**src/rtl/instr_dispatch_pkg.sv**
```systemverilog
// Shared types and helpers for the round-robin instruction dispatcher.
package instr_dispatch_pkg;

  localparam int unsigned MAX_CORES = 8;
  localparam int unsigned MAX_PTR_W = 3;

  typedef struct packed {
    logic                 found;
    logic [MAX_PTR_W-1:0] idx;
  } rr_pick_t;

  function automatic int unsigned ptr_w(input int unsigned n);
    return (n < 2) ? 1 : $clog2(n);
  endfunction

  // First set bit of mask, scanning upward from start and wrapping at n.
  function automatic rr_pick_t rr_find_first(input logic [MAX_CORES-1:0] mask,
                                             input logic [MAX_PTR_W-1:0] start,
                                             input int unsigned          n);
    rr_pick_t    pick;
    int unsigned idx;
    pick = '0;
    for (int unsigned k = 0; k < MAX_CORES; k++) begin
      idx = 32'(start) + k;
      if (idx >= n) idx = idx - n;
      if (k < n && idx < MAX_CORES && !pick.found) begin
        if (mask[MAX_PTR_W'(idx)]) begin
          pick.found = 1'b1;
          pick.idx   = MAX_PTR_W'(idx);
        end
      end
    end
    return pick;
  endfunction

  function automatic int unsigned lane_lo(input int unsigned lane, input int unsigned w);
    return lane * w;
  endfunction

endpackage

```
**src/rtl/dispatch_lane_slot.sv**
```systemverilog
// One-entry output slot: holds an instruction and its tag until the lane accepts it.
module dispatch_lane_slot #(
  parameter int unsigned DATA_W = 32,
  parameter int unsigned SEQ_W  = 8
) (
  input  logic              clk,
  input  logic              reset,
  input  logic              load,
  input  logic [DATA_W-1:0] load_data,
  input  logic [SEQ_W-1:0]  load_seq,
  input  logic              out_ready,
  output logic              out_valid,
  output logic [DATA_W-1:0] out_data,
  output logic [SEQ_W-1:0]  out_seq
);

  // A load wins over a drain so the slot can be emptied and refilled in one cycle.
  always_ff @(posedge clk) begin
    if (reset) begin
      out_valid <= 1'b0;
      out_data  <= '0;
      out_seq   <= '0;
    end else if (load) begin
      out_valid <= 1'b1;
      out_data  <= load_data;
      out_seq   <= load_seq;
    end else if (out_ready) begin
      out_valid <= 1'b0;
    end
  end

endmodule

```
**src/rtl/instr_dispatch_rr.sv**
```systemverilog
// Round-robin distributor steering one tagged instruction per cycle into N lane slots.
module instr_dispatch_rr
  import instr_dispatch_pkg::*;
#(
  parameter int unsigned DATA_W    = 32,
  parameter int unsigned N_CORES   = 2,
  parameter int unsigned SEQ_W     = 8,
  parameter int unsigned STRICT_RR = 1,
  localparam int unsigned PTR_W    = ptr_w(N_CORES)
) (
  input  logic                       clk,
  input  logic                       reset,
  input  logic                       in_valid,
  input  logic [DATA_W-1:0]          in_data,
  output logic                       in_ready,
  input  logic [N_CORES-1:0]         lane_en,
  output logic [N_CORES-1:0]         out_valid,
  input  logic [N_CORES-1:0]         out_ready,
  output logic [N_CORES*DATA_W-1:0]  out_data,
  output logic [N_CORES*SEQ_W-1:0]   out_seq,
  output logic [PTR_W-1:0]           rr_ptr
);

  logic [N_CORES-1:0] avail;
  logic [N_CORES-1:0] sel_mask;
  logic [N_CORES-1:0] lane_load;
  rr_pick_t           pick;
  logic [PTR_W-1:0]   sel;
  logic [PTR_W-1:0]   ptr_nxt;
  logic [SEQ_W-1:0]   seq_q;
  logic               accept;

  // Strict mode waits on the pointed enabled lane; relaxed mode takes any free lane.
  always_comb begin
    avail    = lane_en & (~out_valid | out_ready);
    sel_mask = (STRICT_RR != 0) ? lane_en : avail;
    pick     = rr_find_first(MAX_CORES'(sel_mask), MAX_PTR_W'(rr_ptr), N_CORES);
    sel      = PTR_W'(pick.idx);
    in_ready = ~reset & pick.found & avail[sel];
    accept   = in_valid & in_ready;
    ptr_nxt  = (32'(sel) == N_CORES - 1) ? '0 : sel + PTR_W'(1);
  end

  always_ff @(posedge clk) begin
    if (reset) begin
      rr_ptr <= '0;
      seq_q  <= '0;
    end else if (accept) begin
      rr_ptr <= ptr_nxt;
      seq_q  <= seq_q + SEQ_W'(1);
    end
  end

  for (genvar g = 0; g < N_CORES; g++) begin : g_lane
    assign lane_load[g] = accept & (32'(sel) == g);

    dispatch_lane_slot #(
      .DATA_W (DATA_W),
      .SEQ_W  (SEQ_W)
    ) u_slot (
      .clk       (clk),
      .reset     (reset),
      .load      (lane_load[g]),
      .load_data (in_data),
      .load_seq  (seq_q),
      .out_ready (out_ready[g]),
      .out_valid (out_valid[g]),
      .out_data  (out_data[lane_lo(g, DATA_W) +: DATA_W]),
      .out_seq   (out_seq[lane_lo(g, SEQ_W) +: SEQ_W])
    );
  end

endmodule
```
**config.mk**
```make
export PLATFORM = sky130hd
export DESIGN_NAME = instr_dispatch_rr
export DESIGN_NICKNAME = d
export VERILOG_FILES = /design/src/rtl/instr_dispatch_pkg.sv /design/src/rtl/dispatch_lane_slot.sv /design/src/rtl/instr_dispatch_rr.sv
export SDC_FILE = /design/constraint.sdc
export NUM_CORES = 1
export LEC_CHECK = 0
export CORE_UTILIZATION = 40
export DETAILED_ROUTE_END_ITERATION = 10
export GPL_TIMING_DRIVEN = 0
export MAX_ROUTING_LAYER = met4
export PLACE_DENSITY = 0.75
export SETUP_SLACK_MARGIN = 0.2
export SLEW_MARGIN = 15
export SYNTH_ARGS = -nofsm -noshare
export SYNTH_HDL_FRONTEND = slang
export SYNTH_SLANG_ARGS = --single-unit
```
**constraint.sdc**
```tcl
create_clock -name clk -period 1.4 [get_ports clk]
set_input_delay 0.14 -clock clk [delete_from_list [all_inputs] [get_ports clk]]
set_output_delay 0.14 -clock clk [all_outputs]
set_load 0.01 [all_outputs]
```
# After elaboration in Yosys (flattened, before gate mapping)
# Index checks and enable logic that the tools add are counted.
# word_totals
inputBits	39
elab_cells	51
output_inout_bits	84
register_bits	91
# op_classes
bitwise_logic	10
muxes	17
n_lt_le_gt_ge	7
n_reduce_logical	4
addsub	5
# ops
op	count
$lt A32 B4 Y1 const B	2
$mux W32	2
$mux W4	4
$mux W1	9
$add A8 B1 Y8 const B	1
$lt A3 B4 Y1 const B	2
$bmux W1 S3	2
$and A1 B1 Y1	5
$reduce_bool A2 Y1	2
$sub A1 B2 Y3 const B	1
$sub A2 B2 Y3 const B	1
$add A1 B1 Y2 const B	1
$and A2 B2 Y2	1
$ge A1 B2 Y1 const B	1
$ge A2 B2 Y1 const B	1
$lt A1 B2 Y1 const B	1
$not A1 Y1	2
$not A2 Y2	1
$or A2 B2 Y2	1
$add A1 B1 Y1 const B	1
$logic_and A1 B1 Y1	1
$logic_not A1 Y1	1

# Logic depth before layout (Yosys ltp)
# Gate-level depths: netlist of run 1.
# depth
word_depth	15
depth_mapped	6
depth_no_buf	4

# Modules after synthesis
# A second synthesis of run 1 with hierarchy kept.
# unflattened
cells_unflattened	329
hier_area_um2	3534.6
# modules_own_cells
mod	instances	cells_each	seq_area_each_um2	area_each_um2
dispatch_lane_slot	2	134	820.8	1508.9
instr_dispatch_rr	1	61	180.2	516.7

# Least setup slack after synthesis of run 1
# OpenSTA, ideal clock, no wires.
# synth_path
kind	flip-flop to flip-flop
from	reg rr_ptr
to	reg seq_q[7]
path_slack_ps	-11
setup_ps	123
arrival_ps	1288
synth_period_minus_slack_ps	1411
stages_incl_launch_ff	5
t_required_ps	1277
path_buffers	0
cell_sequence	dfxtp_1 > nand2b_1 > nand4_2 > a211oi_2 > mux2_1
# synth_via
elab_chain_len	13
elab_cells_between_ends	24
cone_classes	add/sub: 3; order compare: 4; mux: 12; bitwise: 3; reduce/logical: 2
# synth_lines
element	line_no	source
from (decl)	instr_dispatch_rr.sv:21	output logic [PTR_W-1:0] rr_ptr
from (signal assigned)	instr_dispatch_rr.sv:49	rr_ptr <= ptr_nxt;
branches (longest 8 deep; another with $lt A32 B4 Y1)	n/a	
$mux W4 *	instr_dispatch_pkg.sv:26	if (k < n && idx < MAX_CORES && !pick.found) begin
$mux W1 (implied by the code) (2 in series)	instr_dispatch_rr.sv:39	in_ready = ~reset & pick.found & avail[sel];
$and A1 B1 Y1 *	instr_dispatch_rr.sv:39	
$and A1 B1 Y1 *	instr_dispatch_rr.sv:40	accept = in_valid & in_ready;
to (signal assigned)	instr_dispatch_rr.sv:50	seq_q <= seq_q + SEQ_W'(1);
to (decl)	instr_dispatch_rr.sv:30	logic [SEQ_W-1:0] seq_q;
# Mark *: on every way between the ends. The select of a mux whose other input is x is not followed.
# A chain may end at the register's enable or synchronous reset.

# Final worst setup path of run 1
# layout_path
from	in in_valid
to	reg g_lane[0].u_slot.out_seq[5]
# layout_via
elab_chain_len	2
# layout_lines
element	line_no	source
from (decl)	instr_dispatch_rr.sv:13	input logic in_valid,
$and A1 B1 Y1	instr_dispatch_rr.sv:40	
$and A1 B1 Y1	instr_dispatch_rr.sv:55	assign lane_load[g] = accept & (32'(sel) == g);
to (signal assigned)	dispatch_lane_slot.sv:26	out_seq <= load_seq;
to (decl)	dispatch_lane_slot.sv:14	output logic [SEQ_W-1:0] out_seq
# Every way passes these cells.

==> key figures, run 1 <==
Run status
  • Status: finished with violations
  • Failing checks: setup timing

Layout
  • Fill count: roughly 500
  • FF/Latch Area: ~1800 um2
  • Synth-to-layout area growth: 87.35%
  • Multi-input gate area: 2186 um2
  • Fraction of layout cells with a size suffix above 1: around 42%
  • Post-route insts no fill: between 600 and 700
  • Commonest non-fill, non-tap cell in the layout: nand2_1
  • Commonest non-fill, non-tap cells in the layout: 92 x nand2_1, 86 x dfxtp_1, 81 x dlygate4sd2_1, 69 x a21oi_2, 56 x nand2_4
  • # diodes: 0
  • Final nets: slightly above 600
  • Final instance area: ~6200 um2

Logic synthesis
  • #FFs+latches synth: 91
  • Ys Warns: 0
  • Syn_area_per_cell: just over 8 um2
  • Syn nets: approximately 450
  • Cell Area, Synth: 3323 um2
  • Ys flop type: dfxtp_1
  • Sequential element share of the synthesized area: 54.82%
  • Post-synthesis cell count: 408
  • Post-synth ARST share: 0%
  • Post-synth EDFFs: 0
  • Post-synthesis cell type count: 26

Worst setup path
  • Critical path's slowest cell: clkdlybuf4s50_1
  • CP arrival: ~1.8 ns
  • Reg2Reg Launch Point: seq_q[2]
  • Worst path cell trace: clkdlybuf4s50_1 -> and4_4 -> buf_6 -> buf_16 -> buf_8 -> nand2_1 -> a21oi_1
  • CP required: between 1.5 and 2 ns
  • Critical Path End Type: flip-flop
  • Critical path fanouts, max: 5
  • Worst Setup SP: in_valid
  • Startpoint types: input port
  • Crit path largest cell delay: roughly 0.66 ns
  • Worst setup path class: in2reg

Clock tree
  • Clock-pin slew of the registers on the worst-case setup and hold paths: 0.09 ns
  • Clock root cell: clkbuf_8
  • H-Tree Depth: 3
  • CTS Sinks: between 90 and 100
  • Clock Latency Late Sink: about 0.36 ns
  • Clock tree buffer depth: 2
  • CTS tree: built
  • CTS buffer count: 9

Job
  • Max-Cap Viols: 0

Place
  • GP Congestion: between 0.8 and 0.9
  • Placed cells: roughly 630
  • IO Port Bufs: 122
  • Dpl hpwl: 6577 um
  • Post-placement cell area: about 4700 um2

Timing
  • Worst Tran Pin Value: between 0.8 and 0.9 ns
  • FMAX: just under 0.7 GHz
  • Min Tclk post-route: 1.474 ns
  • Setup ws final: -0.07418 ns
  • Skew final: slightly below 0.008 ns
  • Fin crit share: 105.3%
  • Hold Violations, Final: 0
  • RSZ-0062 raised after global routing: yes
  • Slew margin rel.: between 40 and 50%
  • Endpoints failing setup: 56
  • Max-slew violations: 0
  • WHS: 0.2632 ns

Routing
  • Via count: between 3k and 4k
  • 1st-pass router iterations: 4
  • DRC: 0
  • DR vias/cell: roughly 5.3
  • Iteration-0 DRC count of the detailed router: approximately 130
  • Routed WL per cell: between 15 and 20 um
  • DRT antenna net count: 0
  • Routed WL: approximately 12,000 um

Pwr
  • LEAKAGE: roughly 0.0029 uW
  • Power, Total: between 5000 and 6000 uW
  • Power density over the cells: between 800 and 900 nW/um2
  • Worst IR Drop VDD: 0.0004676 V

Floorplanning
  • Width of the die: roughly 93 um
  • Initial Utilization: about 42%
  • Die Area: ~8700 um2
  • Die height: 93.15 um
  • CORE AREA: 7888 um2
  • Row count: 32
  • Num ports: approximately 120

Min path
  • Hold_sp: reset
  • Hold Crit Class: in2reg

Global route
  • Vias in the first global route: around 3.3k
  • Largest net degree at the start of global routing: 14
  • First-pass GRT wire length: 15,720 um
  • All-Layer GR Usage: about a quarter
  • GRT Residual Overflow: 0
  • Initial antenna violation count: 0
registers in the layout, summed over array words and instances, names as in the netlist:
name                     count
g_lane.u_slot.out_data      64
g_lane.u_slot.out_seq       16
seq_q                        8
g_lane.u_slot.out_valid      2
rr_ptr                       1
metrics by stage:
stage / setup WS [ns] / utilization [%] / setup TNS (ns)
finish: -0.07418 / 78.93 / -1.416
global route: -0.09269 / 78.93 / -2.838
CTS: 0.01172 / 66.75 / 0
detailed placement: -0.5308 / 60.04 / -41.23
global placement: -0.4908 / 60.04 / -37.93
floorplan: 0.1087 / - / 0
worst max-delay path, delay by kind of cell:
family / cells / cell delay, ns
simple gates: 2 / 0.42
buf+inv: 4 / 1.02
compound gates: 1 / 0.16
power breakdown:
| part | total (uW) | switching, uW | internal [uW] |
|---|---|---|---|
| clock network | 1670 | 891 | 778 |
| registers | 2690 | 45.2 | 2650 |
| logic | 841 | 436 | 405 |
| total | 5200 | 1370 | 3830 |
cell usage after synthesis (3+ instances only):
cell type  count  share of area (%)
buf_2          3               0.45
nand2_1      162                 18
dfxtp_1       91                 55
nand3_1        5               0.75
clkbuf_1      13                1.5
a21oi_1       84                 13
mux2i_1        4                1.2
nand2b_1       7                1.3
buf_4         12                2.7
o2111ai_1      4                1.1
routing by layer:
metal | track usage [%] | wire [um]
met5 | - | 0
met4 | 10.13 | 316
met3 | 4.228 | 645
met2 | 40.69 | 6485
met1 | 27.76 | 4857
path summary, 6_finish.rpt:
check / slack, ns / end / cells past startpoint
setup / recovery: -0.07 / g_lane[0].u_slot.out_seq[5] / 7
hold / removal: 0.26 / seq_q[7] / 3
setup reg to reg: -0.06 / seq_q[7] / 3
hold reg to reg: 0.45 / g_lane[0].u_slot.out_data[9] / 2
logic make-up (layout without fill, tap and decap cells):
group | after synthesis | in the layout | share of synthesized area [%]
mux | 6 | 6 | 1.883
fa+ha+maj | 1 | 1 | 0.3764
flops | 91 | 91 | 54.82
buf+inv | 30 | 197 | 4.857
simple gates | 188 | 188 | 23.46
compound gates | 92 | 92 | 14.61
area by class of cell:
type | instances | share of cell area, %
Buffer | 29 | 4.682
Clock buffer | 13 | 2.713
Clock inverter | 2 | 0.1608
Multi-Input combinational cell | 287 | 35.11
Sequential cell | 91 | 29.40
Tap cell | 102 | 2.050
Timing Repair Buffer | 153 | 25.88
timing repair:
action | CTS | global route
endpoints found under the setup margin | 175 | 94
hold buffers | 0 | 0
pin swaps | 5 | 96
setup buffers | 14 | 5
cloned | 6 | 6
resized for setup | 144 | 232
Power figures use the tool's default switching activity.
==> run 2: changes to the inputs <==
--- a/config.mk
+++ b/config.mk
@@ -8,9 +8,8 @@
 export CORE_UTILIZATION = 40
 export DETAILED_ROUTE_END_ITERATION = 10
 export GPL_TIMING_DRIVEN = 0
-export MAX_ROUTING_LAYER = met4
 export PLACE_DENSITY = 0.75
-export SETUP_SLACK_MARGIN = 0.2
+export SETUP_SLACK_MARGIN = 0.5
 export SLEW_MARGIN = 15
 export SYNTH_ARGS = -nofsm -noshare
 export SYNTH_HDL_FRONTEND = slang
==> run 2 against run 1 <==
Net effect:
- the run still ends with setup timing left
- clock skew is 0.0028 ns higher
- hold slack better by 0.025 ns
- design area increased by 1.9%
- clock power is 3% higher
- highest routed layer unchanged
==> key figures, run 2 (synthesis results as in run 1) <==
Place
  • GP Congestion: 0.7603
  • Post-placement cell area: between 4000 and 5000 um2
  • Dpl hpwl: approximately 6500 um
  • Placed cells: roughly 630
  • IO Port Bufs: approximately 120

Routing
  • Via count: about 3.7k
  • DR vias/cell: ~5.4
  • 1st-pass router iterations: 5
  • Routed WL: about 13,000 um
  • DRT antenna net count: 0
  • DRC: 0
  • Iteration-0 DRC count of the detailed router: a little under 200
  • Routed WL per cell: 19.19 um

Clock tree
  • CTS tree: built
  • Clock Latency Late Sink: 0.37 ns
  • CTS Sinks: around 90
  • H-Tree Depth: 3
  • Clock tree buffer depth: 2
  • Hold_buf cts: 0
  • Clock root cell: clkbuf_8
  • Clock-pin slew of the registers on the worst-case setup and hold paths: ~0.090 ns
  • CTS buffer count: 9

Floorplanning
  • Num ports: between 100 and 150
  • Row count: 32
  • CORE AREA: slightly below 8000 um2
  • Die height: around 93 um
  • Initial Utilization: 42.13%
  • Width of the die: 93.15 um
  • Die Area: 8677 um2

Layout
  • Post-route insts no fill: ~700
  • FF/Latch Area: 1931 um2
  • Commonest non-fill, non-tap cells in the layout: 108 x nand2_1, 87 x buf_6, 84 x dfxtp_2, 60 x a21oi_2, 45 x nand2_4
  • Top Registers: g_lane.u_slot.out_data (64), g_lane.u_slot.out_seq (16), seq_q (8)
  • Commonest non-fill, non-tap cell in the layout: nand2_1
  • Max FFs per register: 64
  • Fraction of layout cells with a size suffix above 1: 65.87%
  • Final instance area: between 6000 and 7000 um2
  • Final nets: between 600 and 700
  • Final core occ: approximately four fifths
  • Multi-input gate area: between 2000 and 2500 um2
  • # diodes: 0
  • Biggest register: g_lane.u_slot.out_data
  • Synth-to-layout area growth: 91.00%
  • Fill count: 399

Global route
  • All-Layer GR Usage: between 20 and 25%
  • GRT Residual Overflow: 0
  • First-pass GRT wire length: between 15,000 and 20,000 um
  • Vias in the first global route: approximately 3.1k
  • Largest net degree at the start of global routing: 17
  • Initial antenna violation count: 0

Timing
  • Min Tclk post-route: 1.472 ns
  • Max-slew violations: 0
  • Endpoints failing setup: 9
  • Setup ws final: -0.07165 ns
  • WHS: between 0.2 and 0.3 ns
  • Worst Tran Pin Value: 0.5332 ns
  • Hold Violations, Final: 0
  • Slew margin rel.: 64.45%
  • RSZ-0062 raised after global routing: yes
  • Fin crit share: 105.1%
  • Skew final: between 0.01 and 0.015 ns
  • Setup tns final: -0.2477 ns
  • FMAX: ~0.68 GHz

Min path
  • Hold_sp: reset
  • Hold Crit Class: in2reg
  • Hold Path Depth: 3
  • Worst Hold Path EP: seq_q[4]

Run status
  • Status: finished with violations
  • Failing checks: setup timing

Worst setup path
  • Reg2Reg Launch Point: rr_ptr
  • Startpoint types: flip-flop
  • Critical path fanouts, max: 10
  • Worst setup path class: reg2reg
  • R2R Path End: g_lane[1].u_slot.out_data[29]
  • Critical Path End Type: flip-flop
  • Flop2flop setup slack: -0.07 ns
  • CP required: about 1.7 ns
  • CP arrival: between 1.5 and 2 ns
  • Reg2reg path depth: 6

Pwr
  • Worst IR Drop VDD: between 0.0006 and 0.0007 V
  • Power density over the cells: roughly 830 nW/um2
  • LEAKAGE: 0.002707 uW

Job
  • Max-Cap Viols: 0
run 2: cell count changes in the layout (fill, tap and decap cells not counted), moves of 6 or more:
cell / change
buf_4: +13
dfxtp_1: -80
dlygate4sd2_1: -79
a21oi_1: +9
a21oi_2: -9
nand2_1: +16
buf_6: +77
buf_16: -6
nand2_4: -11
dfxtp_2: +80
run 2: repair_timing:
item / CTS / global route
setup endpoints to repair: 175 / 175
gates cloned: 1 / 9
gates resized for setup: 371 / 348
setup buffers: 8 / 19
pin swaps: 4 / 77
run 2: layout make-up:
cell class	instances	area share (%)
Multi-Input combinational cell	288	32.21
Buffer	30	4.869
Sequential cell	91	30.42
Clock buffer	10	2.168
Tap cell	102	2.011
Clock inverter	6	0.7885
Timing Repair Buffer	158	27.54
run 2: worst max-delay path by stage:
stage | startpoint | endpoint | slack (ns) | cells past startpoint
after global placement | reset | g_lane[0].u_slot.out_data[12] | -0.51 | 5
after CTS | rr_ptr | g_lane[0].u_slot.out_seq[2] | 0.05 | 6
after detailed placement | reset | g_lane[0].u_slot.out_seq[4] | -0.57 | 5
after global routing | rr_ptr | g_lane[1].u_slot.out_data[29] | -0.13 | 6
final | rr_ptr | g_lane[1].u_slot.out_data[29] | -0.07 | 6
after floorplan | rr_ptr | seq_q[7] | 0.11 | 4
run 2: routing by layer:
metal	track usage, %	vias up	part of all wire, %
met1	28.51	1806	40
met5	0	-	0
met4	7.821	0	2.5
li1	-	1692	-
met2	36.09	160	51
met3	5.447	31	6.6
run 2: per-stage QoR:
| stage | total power [uW] | setup WS, ns |
|---|---|---|
| 2_1_floorplan | 2979 | 0.1091 |
| 3_3_place_gp | 3284 | -0.5089 |
| 3_5_place_dp | 3291 | -0.5683 |
| 4_1_cts | 4962 | 0.04647 |
| 5_1_grt | 5460 | -0.1295 |
| 6_report | 5282 | -0.07165 |
run 2: critical path: stages, from the launching register on:
cell,delay (ns)
dfxtp_4,0.38
nand2b_4,0.15
and4_4,0.29
buf_12,0.16
buf_8,0.13
nand2_1,0.08
a21oi_1,0.19
run 2: report_power, final:
group,internal [uW],switching (uW)
sequential,2660,59.0
combinational,422,417
clock,710,1010
total,3790,1490
